File: config.mk
export PLATFORM = sky130hd
export DESIGN_NAME = pp_gen_seq
export DESIGN_NICKNAME = d
export VERILOG_FILES = /design/src/rtl/pp_gen_seq.sv
export SDC_FILE = /design/constraint.sdc
export NUM_CORES = 1
export LEC_CHECK = 0
export ABC_AREA = 1
export CAP_MARGIN = 15
export CELL_PAD_IN_SITES_DETAIL_PLACEMENT = 1
export CELL_PAD_IN_SITES_GLOBAL_PLACEMENT = 2
export CORE_MARGIN = 1.5
export CORE_UTILIZATION = 34
export DETAILED_ROUTE_END_ITERATION = 10
export GPL_TIMING_DRIVEN = 0
export HOLD_SLACK_MARGIN = 0.06
export PLACE_DENSITY = 0.93
export REMOVE_ABC_BUFFERS = 1
export SLEW_MARGIN = 20
export SYNTH_ARGS = -nofsm -noshare
export SYNTH_HDL_FRONTEND = slang
export SYNTH_SLANG_ARGS = --single-unit
File: constraint.sdc
create_clock -name clk -period 7.36 [get_ports clk]
set_clock_uncertainty 0.15 [all_clocks]
set_input_delay 1.472 -clock clk [delete_from_list [all_inputs] [get_ports clk]]
set_output_delay 1.472 -clock clk [all_outputs]
set_load 0.01 [all_outputs]
File: src/rtl/pp_gen_seq.sv
// Sequential partial-product generator: one shared HxH multiplier produces the
// four W-bit sub-products over four cycles. Optional macro: PP_GEN_APPROX_LL_EN.
module pp_gen_seq #(
  parameter int W = 16
) (
  input  logic         clk,
  input  logic         rst,
  input  logic         in_valid,
  output logic         in_ready,
  input  logic [W-1:0] op_x,
  input  logic [W-1:0] op_y,
  output logic         out_valid,
  input  logic         out_ready,
  output logic [W-1:0] pp_a,
  output logic [W-1:0] pp_b,
  output logic [W-1:0] pp_c,
  output logic [W-1:0] pp_d
);

  localparam int H = W / 2;

  typedef enum logic [1:0] {
    IDLE = 2'd0,
    MUL  = 2'd1,
    DONE = 2'd2
  } state_t;

  state_t         state_q, state_d;
  logic [1:0]     step_q, step_d;
  logic [W-1:0]   x_q, x_d;
  logic [W-1:0]   y_q, y_d;
  logic [W-1:0]   pp_a_q, pp_a_d;
  logic [W-1:0]   pp_b_q, pp_b_d;
  logic [W-1:0]   pp_c_q, pp_c_d;
  logic [W-1:0]   pp_d_q, pp_d_d;

  logic [H-1:0]   x_lo, x_hi, y_lo, y_hi;
  logic [H-1:0]   mul_a, mul_b;
  logic [W-1:0]   prod;

  assign x_lo = x_q[H-1:0];
  assign x_hi = x_q[W-1:H];
  assign y_lo = y_q[H-1:0];
  assign y_hi = y_q[W-1:H];

  // Operand select for the shared multiplier, driven by the step counter.
  always_comb begin
    mul_a = x_lo;
    mul_b = y_lo;
    case (step_q)
      2'd0: begin
`ifdef PP_GEN_APPROX_LL_EN
        mul_a = {x_lo[H-1:H/2], {(H/2){1'b0}}};
        mul_b = {y_lo[H-1:H/2], {(H/2){1'b0}}};
`else
        mul_a = x_lo;
        mul_b = y_lo;
`endif
      end
      2'd1: begin
        mul_a = x_lo;
        mul_b = y_hi;
      end
      2'd2: begin
        mul_a = x_hi;
        mul_b = y_lo;
      end
      default: begin
        mul_a = x_hi;
        mul_b = y_hi;
      end
    endcase
  end

  // Full 2H-bit product; zero-extension keeps every product bit.
  assign prod = {{H{1'b0}}, mul_a} * {{H{1'b0}}, mul_b};

  always_comb begin
    state_d = state_q;
    step_d  = step_q;
    x_d     = x_q;
    y_d     = y_q;
    pp_a_d  = pp_a_q;
    pp_b_d  = pp_b_q;
    pp_c_d  = pp_c_q;
    pp_d_d  = pp_d_q;
    case (state_q)
      IDLE: begin
        if (in_valid) begin
          x_d     = op_x;
          y_d     = op_y;
          step_d  = 2'd0;
          state_d = MUL;
        end
      end
      MUL: begin
        step_d = step_q + 2'd1;
        case (step_q)
          2'd0:    pp_b_d = prod;
          2'd1:    pp_c_d = prod;
          2'd2:    pp_d_d = prod;
          default: begin
            pp_a_d  = prod;
            step_d  = 2'd0;
            state_d = DONE;
          end
        endcase
      end
      DONE: begin
        if (out_ready) begin
          state_d = IDLE;
        end
      end
      default: begin
        state_d = IDLE;
        step_d  = 2'd0;
      end
    endcase
  end

  always_ff @(posedge clk) begin
    if (rst) begin
      state_q <= IDLE;
      step_q  <= 2'd0;
      x_q     <= '0;
      y_q     <= '0;
      pp_a_q  <= '0;
      pp_b_q  <= '0;
      pp_c_q  <= '0;
      pp_d_q  <= '0;
    end else begin
      state_q <= state_d;
      step_q  <= step_d;
      x_q     <= x_d;
      y_q     <= y_d;
      pp_a_q  <= pp_a_d;
      pp_b_q  <= pp_b_d;
      pp_c_q  <= pp_c_d;
      pp_d_q  <= pp_d_d;
    end
  end

  // Handshake flags decode registered state only.
  assign in_ready  = (state_q == IDLE);
  assign out_valid = (state_q == DONE);
  assign pp_a      = pp_a_q;
  assign pp_b      = pp_b_q;
  assign pp_c      = pp_c_q;
  assign pp_d      = pp_d_q;

endmodule
# --- Word level (Yosys, flattened, before mapping) ---
# Cells that the tools add are included.
classes:
  addsub: 1
  mul: 1
  eq_ne: 7
  n_mux: 9
  bitwise_logic: 2
  n_reduce_logical: 12
op_table:
  columns: ["operator", "n"]
  rows:
  - ["8-bit by 8-bit multiplier with 16-bit output", 1]
  - ["8-bit two-way mux", 2]
  - ["2-bit one-hot mux with 3 select lines", 2]
  - ["2-bit AND reduction", 6]
  - ["2-bit two-way mux", 5]
  - ["2-bit by 1-bit equality test with 1-bit output (second input constant)", 2]
  - ["2-bit equality test (second input constant)", 2]
  - ["2-bit zero test", 2]
  - ["2-bit != test (second input constant)", 2]
  - ["2-bit OR reduction", 2]
  - ["3-bit AND reduction", 1]
  - ["3-bit OR reduction", 1]
  - ["2-bit by 1-bit adder with 2-bit output (second input constant)", 1]
  - ["2-bit by 1-bit != test with 1-bit output (second input constant)", 1]
  - ["1-bit inverter", 2]
word_totals:
  reg_bits: 100
  elab_cells: 40

# --- Logic depth before layout (Yosys ltp) ---
depth:
  depth_word: 4
  mapped_depth: 27
  depth_no_buf: 26

# --- Worst setup path after synthesis ---
# No wires, ideal clock.
synth_timing:
  path_type: "register to register"
  from: "reg step_q[0]"
  to: "reg pp_a_q[11] (netlist: pp_a[11])"
  setup_time_ps: 109
  t_arrival_ps: 4587
  required_time_ps: 7101
  slack_ps: 2515
  path_stages_with_launch: 24
  n_path_buf: 1
  path_cell_list: "dfxtp_1 inv_1 ha_1 nor2_4 buf_6 nand2_1 o21ai_2 inv_2 nor2_1 fa_1 fa_1 fa_1 inv_1 fa_1 inv_1 ha_1 nand2_1 inv_1 nand2_1 nand2_1 o21bai_1 nand3_1 nand2_1 inv_1"
synth_between:
  elab_chain_len: 4
  elab_cells_between_ends: 11
  classes_between: "mul: 1; eq/ne: 2; mux: 2; bitwise: 1; reduce/logical: 5"
synth_lines:
  columns: ["element", "line_no", "rtl"]
  rows:
  - ["start: declaration", "29", "logic [1:0] step_q, step_d;"]
  - ["start signal: assignment", "133", "step_q <= step_d;"]
  - ["2-bit by 1-bit equality test with 1-bit output (tied with other cells)", "50, 98", null]
  - ["2-bit OR reduction (no line) or 3-bit OR reduction (tied branches)", null, null]
  - ["8-bit two-way mux or 1-bit inverter (tied branches)", null, null]
  - ["8-bit by 8-bit multiplier with 16-bit output or 2-bit AND reduction (tied branches)", null, null]
  - ["end signal: assignment", "136", "pp_a_q <= pp_a_d;"]
  - ["end: declaration", "32", "logic [W-1:0] pp_a_q, pp_a_d;"]
# Several ways; a longest one is shown, not always the timed one.
# A chain may end at the register's enable or synchronous reset.

# --- Worst setup path in the final report ---
layout_timing:
  from: "reg step_q[0]"
  to: "reg pp_c_q[10] (netlist: pp_c[10])"
layout_between:
  elab_chain_len: 4
  elab_cells_between_ends: 9
  classes_between: "mul: 1; eq/ne: 2; mux: 2; reduce/logical: 4"
layout_lines:
  columns: ["element", "line_no", "rtl"]
  rows:
  - ["2-bit by 1-bit equality test with 1-bit output (tied with other cells)", "50, 98", null]
  - ["2-bit OR reduction (no line)", null, null]
  - ["8-bit two-way mux", "50", "case (step_q)"]
  - ["8-bit by 8-bit multiplier with 16-bit output", "76", "assign prod = {{H{1'b0}}, mul_a} * {{H{1'b0}}, mul_b};"]
  - ["end signal: assignment", "138", "pp_c_q <= pp_c_d;"]
  - ["end: declaration", "34", "logic [W-1:0] pp_c_q, pp_c_d;"]
# Several ways; a longest one is shown, not always the timed one.

==> insert_results.sql <==
INSERT INTO impl_metrics (metric_group, metric, value, unit) VALUES
('outcome', 'outcome', 'complete, but fails checks', ''),
('outcome', 'failed_checks', 'DRC', ''),
('hold_path', 'min-delay-path-class', 'register to register', ''),
('global_routing', 'antenna_violations_before_repair', '0', ''),
('timing', 'share_of_the_clock_period_used_by_the_worst_path_after_layout', '0.766', ''),
('place', 'placed_cell_area', '7450', 'µm²'),
('layout', 'area_growth', '22.1', '%'),
('pwr', 'p_comb_frac', '0.245', ''),
('timing', 'max_freq', '0.177', 'GHz'),
('pwr', 'p_clk_frac', '0.345', ''),
('routing', 'route.antenna.remaining_nets', '0', ''),
('place', 'placed_cells_incl_taps', '1138', ''),
('pwr', 'net_switching', '0.441', 'mW'),
('logic_synthesis', 'ys_ff_latch', '100', ''),
('routing', 'drt-vias-per-instance', '4.76', ''),
('timing', 'worst_hold_slack', '0.307', 'ns'),
('logic_synthesis', 'synth_cells', '835', ''),
('timing', 'hold_viol', '0', ''),
('place', 'dp_slack', '1.71', 'ns'),
('run', 'max-cap-violations', '0', ''),
('logic_synthesis', 'synth.avg_cell_area', '7.61', 'µm²'),
('place', 'place_hpwl', '12.3', 'mm'),
('place', 'place.gp.congestion', '0.802', ''),
('timing', 'totalNegativeSetupSlack', '0', 'ns'),
('pwr', 'cell_internal_pwr', '0.980', 'mW'),
('clocking', 'clkSlewWorstSetupHoldPaths', '0.07', 'ns'),
('logic_synthesis', 'yosys-top-cells-area', 'sky130_fd_sc_hd__dfxtp_1, sky130_fd_sc_hd__fa_1, sky130_fd_sc_hd__inv_1', ''),
('clocking', 'sink_count', '100', ''),
('layout', 'fillCellCount', '2232', ''),
('timing', 'worstMarginPinSlew', '0.820', 'ns'),
('setup_path', 'worstSetupEndpointType', 'register', ''),
('timing', 'max_slew_margin', '0.452', ''),
('logic_synthesis', 'ys_async_sr_fraction', '0', ''),
('layout', 'post-route-cell-area', '7760', 'µm²'),
('layout', 'insertedDiodeCount', '0', ''),
('setup_path', 'timing.critical_path.fanout_max', '16', ''),
('clocking', 'cts_max_level', '3', ''),
('logic_synthesis', 'post_synth_instance_area', '6350', 'µm²'),
('global_routing', 'most_used_routing_layer', 'met2', ''),
('clocking', 'clockBufferDepth', '2', ''),
('pwr', 'power_switching_share', '0.311', ''),
('global_routing', 'first_global_vias', '5691', ''),
('pwr', 'power.share.sequential', '0.410', ''),
('clocking', 'cts_tree', 'done', ''),
('logic_synthesis', 'synth.yosys.warnings', '0', ''),
('pwr', 'leakagePower', '3.67', 'nW'),
('routing', 'drt_pre_antenna_iters', '7', ''),
('routing', 'dr_total_vias', '5484', ''),
('floorplanning', 'design.portCount', '102', ''),
('global_routing', 'grt_max_degree', '85', ''),
('pwr', 'power_density', '183', 'nW/µm²'),
('timing', 'grt_setup_unrepaired', 'no', ''),
('global_routing', 'grt_util_met1', '0.235', ''),
('timing', 'setup_viol_count_final', '0', ''),
('floorplanning', 'design.core.area', '18100', 'µm²'),
('timing', 'finalCriticalPeriod', '5.64', 'ns'),
('clocking', 'clock_tree_root', 'sky130_fd_sc_hd__clkbuf_16', ''),
('setup_path', 'critical_path_arrival', '5.74', 'ns'),
('global_routing', 'overflow', '0', ''),
('setup_path', 'crit_type', 'register to register', ''),
('clocking', 'post_cts_hold_buffer_count', '0', ''),
('floorplanning', 'initial_utilization', '0.350', ''),
('routing', 'starting_drc_count_in_detailed_routing', '208', ''),
('place', 'portBuffers', '101', ''),
('pwr', 'power.ir.vdd_worst', '108', 'µV'),
('clocking', 'post_cts_resize_count', '0', ''),
('clocking', 'cts_post_setup_buffers_inserted', '0', ''),
('routing', 'drc', '4', ''),
('floorplanning', 'die_x', '140', 'µm'),
('global_routing', 'global_route.usage.met2', '0.305', ''),
('logic_synthesis', 'yosys.area.top_type_share', '0.315', '');
layer usage:
layer | vias up | share of wire
li1 | 2749 | -
met1 | 2631 | 0.47
met2 | 89 | 0.48
met3 | 15 | 0.036
met4 | 0 | 0.011
met5 | - | 0
Yosys cell counts (2+ instances only):
cell / instances
sky130_fd_sc_hd__nand4_1: 5
sky130_fd_sc_hd__nand2_2: 4
sky130_fd_sc_hd__inv_4: 2
sky130_fd_sc_hd__inv_6: 2
sky130_fd_sc_hd__ha_1: 40
sky130_fd_sc_hd__fa_1: 36
sky130_fd_sc_hd__xor2_1: 3
sky130_fd_sc_hd__dfxtp_1: 100
sky130_fd_sc_hd__o21ai_0: 43
sky130_fd_sc_hd__a21oi_2: 5
sky130_fd_sc_hd__nand2_4: 4
sky130_fd_sc_hd__clkbuf_1: 7
sky130_fd_sc_hd__a21oi_1: 44
sky130_fd_sc_hd__buf_2: 6
sky130_fd_sc_hd__buf_4: 2
sky130_fd_sc_hd__nand2_1: 144
sky130_fd_sc_hd__o21bai_1: 14
sky130_fd_sc_hd__nor2_4: 2
sky130_fd_sc_hd__inv_1: 158
sky130_fd_sc_hd__o21a_1: 28
sky130_fd_sc_hd__inv_2: 10
sky130_fd_sc_hd__o21ai_1: 17
sky130_fd_sc_hd__buf_6: 11
sky130_fd_sc_hd__nor2_1: 89
sky130_fd_sc_hd__o21ai_2: 13
sky130_fd_sc_hd__nand3_1: 40
through the flow:
stage                     utilization  power (mW)
after floorplan                     -       0.818
after global placement          0.411       0.938
after detailed placement        0.411       0.946
after CTS                       0.427        1.45
after global routing            0.427        1.51
final                           0.427        1.42
placed cells by master, fill, tap and decap left out, types with 2 or more instances in the layout:
master and n:
sky130_fd_sc_hd__inv_1 158, sky130_fd_sc_hd__nand2_1 144, sky130_fd_sc_hd__clkdlybuf4s50_1 101, sky130_fd_sc_hd__dfxtp_1 100
sky130_fd_sc_hd__nor2_1 89, sky130_fd_sc_hd__a21oi_1 44, sky130_fd_sc_hd__o21ai_0 43, sky130_fd_sc_hd__nand3_1 40
sky130_fd_sc_hd__ha_1 40, sky130_fd_sc_hd__fa_1 36, sky130_fd_sc_hd__o21a_1 28, sky130_fd_sc_hd__o21ai_1 17
sky130_fd_sc_hd__o21bai_1 14, sky130_fd_sc_hd__o21ai_2 13, sky130_fd_sc_hd__inv_2 9, sky130_fd_sc_hd__clkbuf_16 9
sky130_fd_sc_hd__nand4_1 5, sky130_fd_sc_hd__a21oi_2 5, sky130_fd_sc_hd__nand2_4 4, sky130_fd_sc_hd__nand2_2 4
sky130_fd_sc_hd__xor2_1 3, sky130_fd_sc_hd__inv_4 3, sky130_fd_sc_hd__inv_6 2, sky130_fd_sc_hd__nor2_4 2
sky130_fd_sc_hd__clkbuf_8 2
flip-flops by register name (all words and copies together), names as in the netlist:
register  cells
pp_a         16
pp_b         16
pp_c         16
pp_d         16
x_q          16
y_q          16
state_q       2
step_q        2
kinds of logic after synthesis:
family	Yosys count	share of synthesized area
fa+ha+maj	76	0.192
buf+inv	199	0.135
flops	100	0.315
compound gates	165	0.158
xor+xnor	4	0.00551
simple gates	291	0.194
cell type report:
cell class	count	area [µm²]	share of cell area
clock buffer	12	256	0.0331
inverter	172	663	0.0855
timing repair buffer	101	1010	0.130
tap	229	287	0.0369
clock inverter	3	46.3	0.00597
sequential	100	2000	0.258
multi-input combinational	536	3490	0.450
critical path, stage by stage (launching register included):
cell	delay, ns
sky130_fd_sc_hd__dfxtp_1	0.41
sky130_fd_sc_hd__inv_1	0.09
sky130_fd_sc_hd__ha_1	0.31
sky130_fd_sc_hd__nor2_4	0.42
sky130_fd_sc_hd__nand2_1	0.09
sky130_fd_sc_hd__o21ai_1	0.26
sky130_fd_sc_hd__inv_1	0.18
sky130_fd_sc_hd__nor2_1	0.18
sky130_fd_sc_hd__fa_1	0.48
sky130_fd_sc_hd__fa_1	0.54
sky130_fd_sc_hd__fa_1	0.56
sky130_fd_sc_hd__inv_1	0.06
sky130_fd_sc_hd__fa_1	0.54
sky130_fd_sc_hd__inv_1	0.05
sky130_fd_sc_hd__ha_1	0.39
sky130_fd_sc_hd__nand2_1	0.12
sky130_fd_sc_hd__nor2_1	0.18
sky130_fd_sc_hd__nand2_1	0.09
sky130_fd_sc_hd__nand4_1	0.08
sky130_fd_sc_hd__nand2_1	0.15
sky130_fd_sc_hd__o21bai_1	0.16
sky130_fd_sc_hd__inv_1	0.05
power groups by stage:
stage                     Combinational [mW]  Sequential, mW  Clock (mW)
after floorplan                        0.220           0.597           0
after detailed placement               0.351           0.595           0
after CTS                              0.355           0.583       0.508
after global routing                   0.399           0.586       0.529
after global placement                 0.344           0.594           0
final                                  0.348           0.583       0.490
final timing paths:
kind | start | end | slack [ns] | cells past startpoint
max | step_q[0] | pp_c[10] | 1.72 | 21
min | y_q[6] | y_q[6] | 0.31 | 2
max reg2reg | step_q[0] | pp_c[10] | 1.72 | 21
min reg2reg | y_q[6] | y_q[6] | 0.31 | 2
(Power assumes the default switching activity.)
